$ cat src/rtl/tdm_demux_if.sv
// Bus bundle for the TDM demultiplexer: interleaved input beat plus the
// demultiplexed per-channel outputs and framing status.
interface tdm_demux_if #(
  parameter int unsigned N_CH   = 4,
  parameter int unsigned DATA_W = 8,
  parameter int unsigned SEL_W  = $clog2(N_CH)
);
  logic                     in_valid;
  logic                     in_sof;
  logic [DATA_W-1:0]        in_data;
  logic [N_CH*DATA_W-1:0]   ch_data;
  logic [N_CH-1:0]          ch_valid;
  logic [SEL_W-1:0]         sel;
  logic                     frame_done;
  logic                     sync_err;
  logic                     locked;

  // Source of the interleaved stream; consumes the demultiplexed outputs.
  modport master (
    output in_valid, in_sof, in_data,
    input  ch_data, ch_valid, sel, frame_done, sync_err, locked
  );

  // The demultiplexer itself.
  modport slave (
    input  in_valid, in_sof, in_data,
    output ch_data, ch_valid, sel, frame_done, sync_err, locked
  );
endinterface

$ cat src/rtl/tdm_demux.sv
// Time-division demultiplexer: routes each interleaved sample into its
// channel holding register, tracks frame alignment via in_sof and flags
// framing violations, resynchronising on the next SOF.
module tdm_demux #(
  parameter int unsigned N_CH   = 4,
  parameter int unsigned DATA_W = 8,
  parameter int unsigned SEL_W  = $clog2(N_CH)
) (
  input  logic           clk,
  input  logic           rst,
  tdm_demux_if.slave     bus
);

  typedef enum logic {
    S_HUNT,
    S_RUN
  } state_t;

  state_t                   r_state;
  state_t                   w_state_nxt;
  logic [SEL_W-1:0]         r_sel;
  logic [SEL_W-1:0]         w_sel_nxt;
  logic [N_CH*DATA_W-1:0]   r_ch_data;
  logic [N_CH*DATA_W-1:0]   w_ch_data_nxt;
  logic [N_CH-1:0]          r_ch_valid;
  logic [N_CH-1:0]          w_ch_valid_nxt;
  logic                     r_frame_done;
  logic                     w_frame_done_nxt;
  logic                     r_sync_err;
  logic                     w_sync_err_nxt;
  logic                     w_wr_en;
  logic [SEL_W-1:0]         w_wr_idx;

  // State and output registers; everything clears immediately on reset.
  always_ff @(posedge clk or posedge rst) begin
    if (rst) begin
      r_state      <= S_HUNT;
      r_sel        <= '0;
      r_ch_data    <= '0;
      r_ch_valid   <= '0;
      r_frame_done <= 1'b0;
      r_sync_err   <= 1'b0;
    end else begin
      r_state      <= w_state_nxt;
      r_sel        <= w_sel_nxt;
      r_ch_data    <= w_ch_data_nxt;
      r_ch_valid   <= w_ch_valid_nxt;
      r_frame_done <= w_frame_done_nxt;
      r_sync_err   <= w_sync_err_nxt;
    end
  end

  // Framing FSM: decide on each beat whether the sample is kept, where it
  // goes, and whether a framing violation occurred.
  always_comb begin
    w_state_nxt      = r_state;
    w_sel_nxt        = r_sel;
    w_frame_done_nxt = 1'b0;
    w_sync_err_nxt   = 1'b0;
    w_wr_en          = 1'b0;
    w_wr_idx         = '0;
    if (bus.in_valid) begin
      if (bus.in_sof) begin
        // SOF always restarts the frame; mid-frame SOF aborts the old one.
        w_wr_en     = 1'b1;
        w_wr_idx    = '0;
        w_sel_nxt   = SEL_W'(1);
        w_state_nxt = S_RUN;
        if (r_state == S_RUN && r_sel != '0)
          w_sync_err_nxt = 1'b1;
      end else if (r_state == S_HUNT) begin
        w_sync_err_nxt = 1'b1;
      end else if (r_sel == '0) begin
        // Frame boundary reached without SOF: alignment lost.
        w_sync_err_nxt = 1'b1;
        w_state_nxt    = S_HUNT;
      end else begin
        w_wr_en  = 1'b1;
        w_wr_idx = r_sel;
        if (r_sel == SEL_W'(N_CH - 1)) begin
          w_frame_done_nxt = 1'b1;
          w_sel_nxt        = '0;
        end else begin
          w_sel_nxt = r_sel + SEL_W'(1);
        end
      end
    end
  end

  // Channel write steering: only the selected slice loads, others hold.
  always_comb begin
    w_ch_data_nxt  = r_ch_data;
    w_ch_valid_nxt = '0;
    for (int unsigned k = 0; k < N_CH; k++) begin
      if (w_wr_en && w_wr_idx == SEL_W'(k)) begin
        w_ch_data_nxt[k*DATA_W +: DATA_W] = bus.in_data;
        w_ch_valid_nxt[k]                 = 1'b1;
      end
    end
  end

  assign bus.ch_data    = r_ch_data;
  assign bus.ch_valid   = r_ch_valid;
  assign bus.sel        = r_sel;
  assign bus.frame_done = r_frame_done;
  assign bus.sync_err   = r_sync_err;
  assign bus.locked     = (r_state == S_RUN);

endmodule

$ cat src/flat_wrapper.sv
// flat-port wrapper written by rule: the top's interface ports become plain ports
module tdm_demux_flat 
#(
  parameter int unsigned N_CH   = 4,
  parameter int unsigned DATA_W = 8,
  parameter int unsigned SEL_W  = $clog2(N_CH)
)
  (clk, rst, bus_in_valid, bus_in_sof, bus_in_data, bus_ch_data, bus_ch_valid, bus_sel, bus_frame_done, bus_sync_err, bus_locked);
  tdm_demux_if #(.N_CH(N_CH), .DATA_W(DATA_W), .SEL_W(SEL_W)) bus_i ();
  input  logic clk;
  input  logic rst;
  input wire logic [$bits(bus_i.in_valid)-1:0] bus_in_valid;
  input wire logic [$bits(bus_i.in_sof)-1:0] bus_in_sof;
  input wire logic [$bits(bus_i.in_data)-1:0] bus_in_data;
  output wire logic [$bits(bus_i.ch_data)-1:0] bus_ch_data;
  output wire logic [$bits(bus_i.ch_valid)-1:0] bus_ch_valid;
  output wire logic [$bits(bus_i.sel)-1:0] bus_sel;
  output wire logic [$bits(bus_i.frame_done)-1:0] bus_frame_done;
  output wire logic [$bits(bus_i.sync_err)-1:0] bus_sync_err;
  output wire logic [$bits(bus_i.locked)-1:0] bus_locked;
  assign bus_i.in_valid = bus_in_valid;
  assign bus_i.in_sof = bus_in_sof;
  assign bus_i.in_data = bus_in_data;
  assign bus_ch_data = bus_i.ch_data;
  assign bus_ch_valid = bus_i.ch_valid;
  assign bus_sel = bus_i.sel;
  assign bus_frame_done = bus_i.frame_done;
  assign bus_sync_err = bus_i.sync_err;
  assign bus_locked = bus_i.locked;
  tdm_demux #(.N_CH(N_CH), .DATA_W(DATA_W), .SEL_W(SEL_W)) u_core (.clk(clk), .rst(rst), .bus(bus_i));
endmodule
$ cat config.mk
export PLATFORM = sky130hd
export DESIGN_NAME = tdm_demux_flat
export DESIGN_NICKNAME = d
export VERILOG_FILES = /design/src/rtl/tdm_demux_if.sv /design/src/rtl/tdm_demux.sv /design/src/flat_wrapper.sv
export SDC_FILE = /design/constraint.sdc
export NUM_CORES = 1
export LEC_CHECK = 0
export BUFFER_PORTS_ARGS = -buffer_cell sky130_fd_sc_hd__buf_2
export CAP_MARGIN = 20
export CORE_UTILIZATION = 25
export DETAILED_ROUTE_END_ITERATION = 8
export GPL_TIMING_DRIVEN = 1
export PLACE_DENSITY = 0.42
export SLEW_MARGIN = 5
export SYNTH_ARGS = -nofsm -noshare
export SYNTH_HDL_FRONTEND = slang
export SYNTH_SLANG_ARGS = --single-unit
$ cat constraint.sdc
create_clock -name clk -period 2.3 [get_ports clk]
set_input_delay 0.23 -clock clk [delete_from_list [all_inputs] [get_ports clk]]
set_output_delay 0.23 -clock clk [all_outputs]
set_load 0.02 [all_outputs]
* After elaboration in Yosys (flattened, before gate mapping)
Cells that the tools add are included.
** Storage, ports and cells
- Bits in registers :: 41
- Logic and storage cells :: 51
** Cells by class
- Equality and inequality tests :: 5
- Add/sub/neg operators :: 1
- Reduce and logical (&&, ||, !) cells :: 10
- Muxes and demuxes :: 26
** Operators by type and width (count)
- 2-to-1 mux 1 bit :: 18
- 2-to-1 mux 2 bit :: 8
- == test 2 bit, second input constant :: 3
- logical AND 1 bit :: 5
- logical NOT 2 bit :: 2
- nonzero test 2 bit :: 2
- AND reduction 3 bit :: 1
- adder 2 x 1 -> 2 bit, second input constant :: 1
- == test 2 x 1 -> 1 bit, second input constant :: 1
- inequality test 2 bit, second input constant :: 1

* Longest topological paths before layout
- Depth after elaboration :: 8
- Mapped depth :: 5

* Least setup slack after synthesis
No wires, ideal clock.
- Path type :: reg-to-reg
- Start :: register u_core.r_sel[1] (netlist: u_core.bus.sel[1])
- End :: register u_core.r_ch_data[10] (netlist: u_core.bus.ch_data[10])
- Setup time :: 0.125 ns
- Arrival time :: 1.947 ns
- Stages on the path, launching flop included :: 6
- Slack :: 0.227 ns
- Required time :: 2.175 ns
- Buffers on the path :: 0
- Cell sequence :: dfrtp_1 inv_1 ha_1 nand2b_1 nor3_4 mux2_4
** On the way
- Cells in the longest elaborated chain, start to end :: 7
** Ends and longest elaborated chain
- start, declared :: line tdm_demux.sv:21 : logic [SEL_W-1:0] r_sel;
- start signal, assigned :: line tdm_demux.sv:45 : r_sel <= w_sel_nxt;
- logical NOT 2 bit :: line tdm_demux.sv:73 : end else if (r_sel == '0) begin
- 2-to-1 mux 2 bit :: line tdm_demux.sv:73
- 2-to-1 mux 2 bit :: line tdm_demux.sv:71 : end else if (r_state == S_HUNT) begin
- 2-to-1 mux 2 bit :: line tdm_demux.sv:63 : if (bus.in_sof) begin
- 2-to-1 mux 2 bit :: line tdm_demux.sv:62 : if (bus.in_valid) begin
- == test 2 x 1 -> 1 bit :: line tdm_demux.sv:95 : if (w_wr_en && w_wr_idx == SEL_W'(k)) begin
- logical AND 1 bit (*) :: line tdm_demux.sv:95
- end signal, assigned :: line tdm_demux.sv:46 : r_ch_data <= w_ch_data_nxt;
- end, declared :: line tdm_demux.sv:23 : logic [N_CH*DATA_W-1:0] r_ch_data;
Mark *: on every way between the ends. The rest lies on a longest branch, timed or not.
A chain may end at the register's enable or synchronous reset.

* Final worst setup path
- Start :: register u_core.r_sel[1] (netlist: u_core.bus.sel[1])
- End :: register u_core.r_ch_data[21] (netlist: u_core.bus.ch_data[21])
** On the way
- Cells in the longest elaborated chain, start to end :: 7
** Ends and longest elaborated chain (line)
- logical NOT 2 bit :: tdm_demux.sv:73
- 2-to-1 mux 2 bit :: tdm_demux.sv:73
- 2-to-1 mux 2 bit :: tdm_demux.sv:71
- 2-to-1 mux 2 bit :: tdm_demux.sv:63
- 2-to-1 mux 2 bit :: tdm_demux.sv:62
- == test 2 bit :: tdm_demux.sv:95
- logical AND 1 bit (*) :: tdm_demux.sv:95
Marked as above.

==> flow_summary.toml <==
[sta]
hold_viol = 0
fin_crit_ns = 2.05
layout_setup_ws_ns = 0.254
grt_setup_unrepaired = "no"
fmax_mhz = 489
maxSlewViolCount = 0
clock_skew_ns = 0.00272
final-setup-viol-count = 0
fin_setup_tns_ns = 0
slew_headroom_pct = 59.8
timing.final.crit_share_pct = 88.9
worstMarginPinSlew_ns = 0.603

[critical_path]
cp_max_fo = 9
cp.arrival_ns = 2.22
cp-end-kind = "register"
timing.critical_path.from_type = "register"
cp.required_ns = 2.47
path_class = "register to register"

[grt]
antenna_found_initial = 0
grt_util_all_layers_pct = 11.4
grt_pass1_wl_um = 6060
grt_max_degree = 42
gr-total-overflow = 0
grt_pass1_vias = 1116

[synth]
syn_area_um2 = 1680
ys_ff_latch = 41
synth.avg_cell_area_um2 = 16.4
synth_area_leader_cell = "dfrtp_1"
synth_top_area_share_pct = 60.9
yosysSeqAreaShare_pct = 60.9
synth_edf_count = 0
synthDistinctLibCells = 25
netlist_instances = 103
syn_nets = 117
ys.warnings.count = 0
yosys_most_used_dff = "dfrtp_1"
synth_area_leaders = "dfrtp_1, mux2_4, mux2_2"
postSynth.asyncResetShare_pct = 100

[floorplan]
die_y_um = 84.1
start_util_pct = 26.2
die_x_um = 84.1
die_area_um2 = 7070
core_um2 = 6420
fp-row-count = 29
ioPinCount = 53

[routing]
viasPerCell = 4.37
wl_per_cell_um = 15.0
dr.pass1.iters = 6
ant_nets = 0
vias = 1054
drc = 8
totalWireLength_um = 3620
first_iter_violations = 35

[power]
p_per_area_nw_per_um2 = 1390
power.total_uw = 2980
peakVddDrop_uv = 378
p_leak_uw = 0.00110

[placed_design]
io_buffers = 52
placed_cells = 234
preCtsSetupSlack_ns = 0.199
place.gp.congestion = 0.723
dpl.hpwl_um = 2650

[cts]
post_cts_resized = 0
h-tree-depth = 2
clock_path_buffers = 2
cts_buffers = 5
hold_buffers = 0
clockRootBuffer = "clkbuf_8"
cts_setup_buffers = 0
cts_tree = "built"
clock_latency_ns = 0.28
cts.sinks = 41
path_clk_slew_ns = 0.08

[final_layout]
syn_to_final_growth_pct = 27.5
mostFrequentLayoutCells = "buf_2, dfrtp_1, mux2_4"
layout-drive-gt1-share_pct = 59.8
fill_cells = 632
stdcell_count = 241
final_common_cell = "buf_2"
diodes = 0
finalNetCount = 178
seqCellArea_um2 = 1030
multiInputGateArea_um2 = 618

[status]
status = "finished with violations"
violations = "DRC"

[min_path]
hp-class = "input pin to asynchronous set/reset pin"

[flow_run]
maxCapViolations = 0
[flip-flops by register name, indices dropped and copies added, names as in the netlist]
name,flops
u_core.bus.locked,1
u_core.bus.sel,2
u_core.bus.ch_valid,4
u_core.bus.frame_done,1
u_core.bus.sync_err,1
u_core.bus.ch_data,32
[cell families after synthesis]
family,synth area share (%)
adders and majority gates,1.49
buffers and inverters,2.38
xor gates and xnor gates,0.520
AOI/OAI and AO/OA,2.01
DFF,60.9
and+or+nand+nor,7.06
muxes,25.6
[cell usage after synthesis (all sizes together), types with 2 or more instances]
library cell	instances
nor3	2
nand2	2
dfrtp	41
buf	3
o21ai	2
ha	2
mux2	33
inv	5
[worst max-delay path, cell delays in order, from the launching register on]
cell and delay (ns):
dfrtp_1 0.51, inv_1 0.12, ha_1 0.29, or3_1 0.62, mux2_4 0.38
[report_power, final]
group / total, uW / leakage (uW) / internal, uW / switching (uW)
combinational: 1310 / 0.000554 / 591 / 720
sequential: 1200 / 0.000506 / 1010 / 188
clock: 474 / 0.0000433 / 237 / 237
total: 2980 / 0.00110 / 1840 / 1140
[path summary, 6_finish.rpt]
kind / depth (start not counted) / start / to / slack, ns
setup reg to reg: 4 / u_core.bus.sel[1] / u_core.bus.ch_data[21] / 0.25
min in group clk: 2 / bus_in_data[5] / u_core.bus.ch_data[29] / 0.22
setup / recovery: 4 / u_core.bus.sel[1] / u_core.bus.ch_data[21] / 0.25
hold reg to reg: 1 / u_core.bus.ch_data[24] / u_core.bus.ch_data[24] / 0.49
max in group asynchronous: 3 / rst / u_core.bus.ch_data[19] / 1.88
hold / removal: 3 / rst / u_core.bus.ch_data[8] / 0.06
[stage by stage]
step	utilization (%)	hold slack (ns)	cell area [um2]
2_1_floorplan	-	0.365	1680
6_report	33.4	0.0572	2150
5_1_grt	33.4	0.0970	2150
4_1_cts	33.4	0.0730	2150
3_5_place_dp	32.0	0.389	2060
3_3_place_gp	32.0	0.376	2060
[routing by layer]
| layer | up-vias | wire length, um | global-route usage (%) |
|---|---|---|---|
| met2 | 34 | 1700 | 17.3 |
| met4 | 0 | 23 | 3.76 |
| met1 | 533 | 1620 | 14.5 |
| li1 | 485 | - | - |
| met5 | - | 0 | 0 |
| met3 | 2 | 286 | 4.85 |
[area by class of cell]
type / count / share of cell area, %
multi-input cells: 54 / 28.8
clock buffers: 6 / 3.85
clock inverters: 1 / 0.350
inverters: 5 / 0.874
repair buffers: 57 / 13.9
well taps: 77 / 4.49
flip-flops and latches: 41 / 47.8
Note: power is estimated with default switching activity, not from simulation.
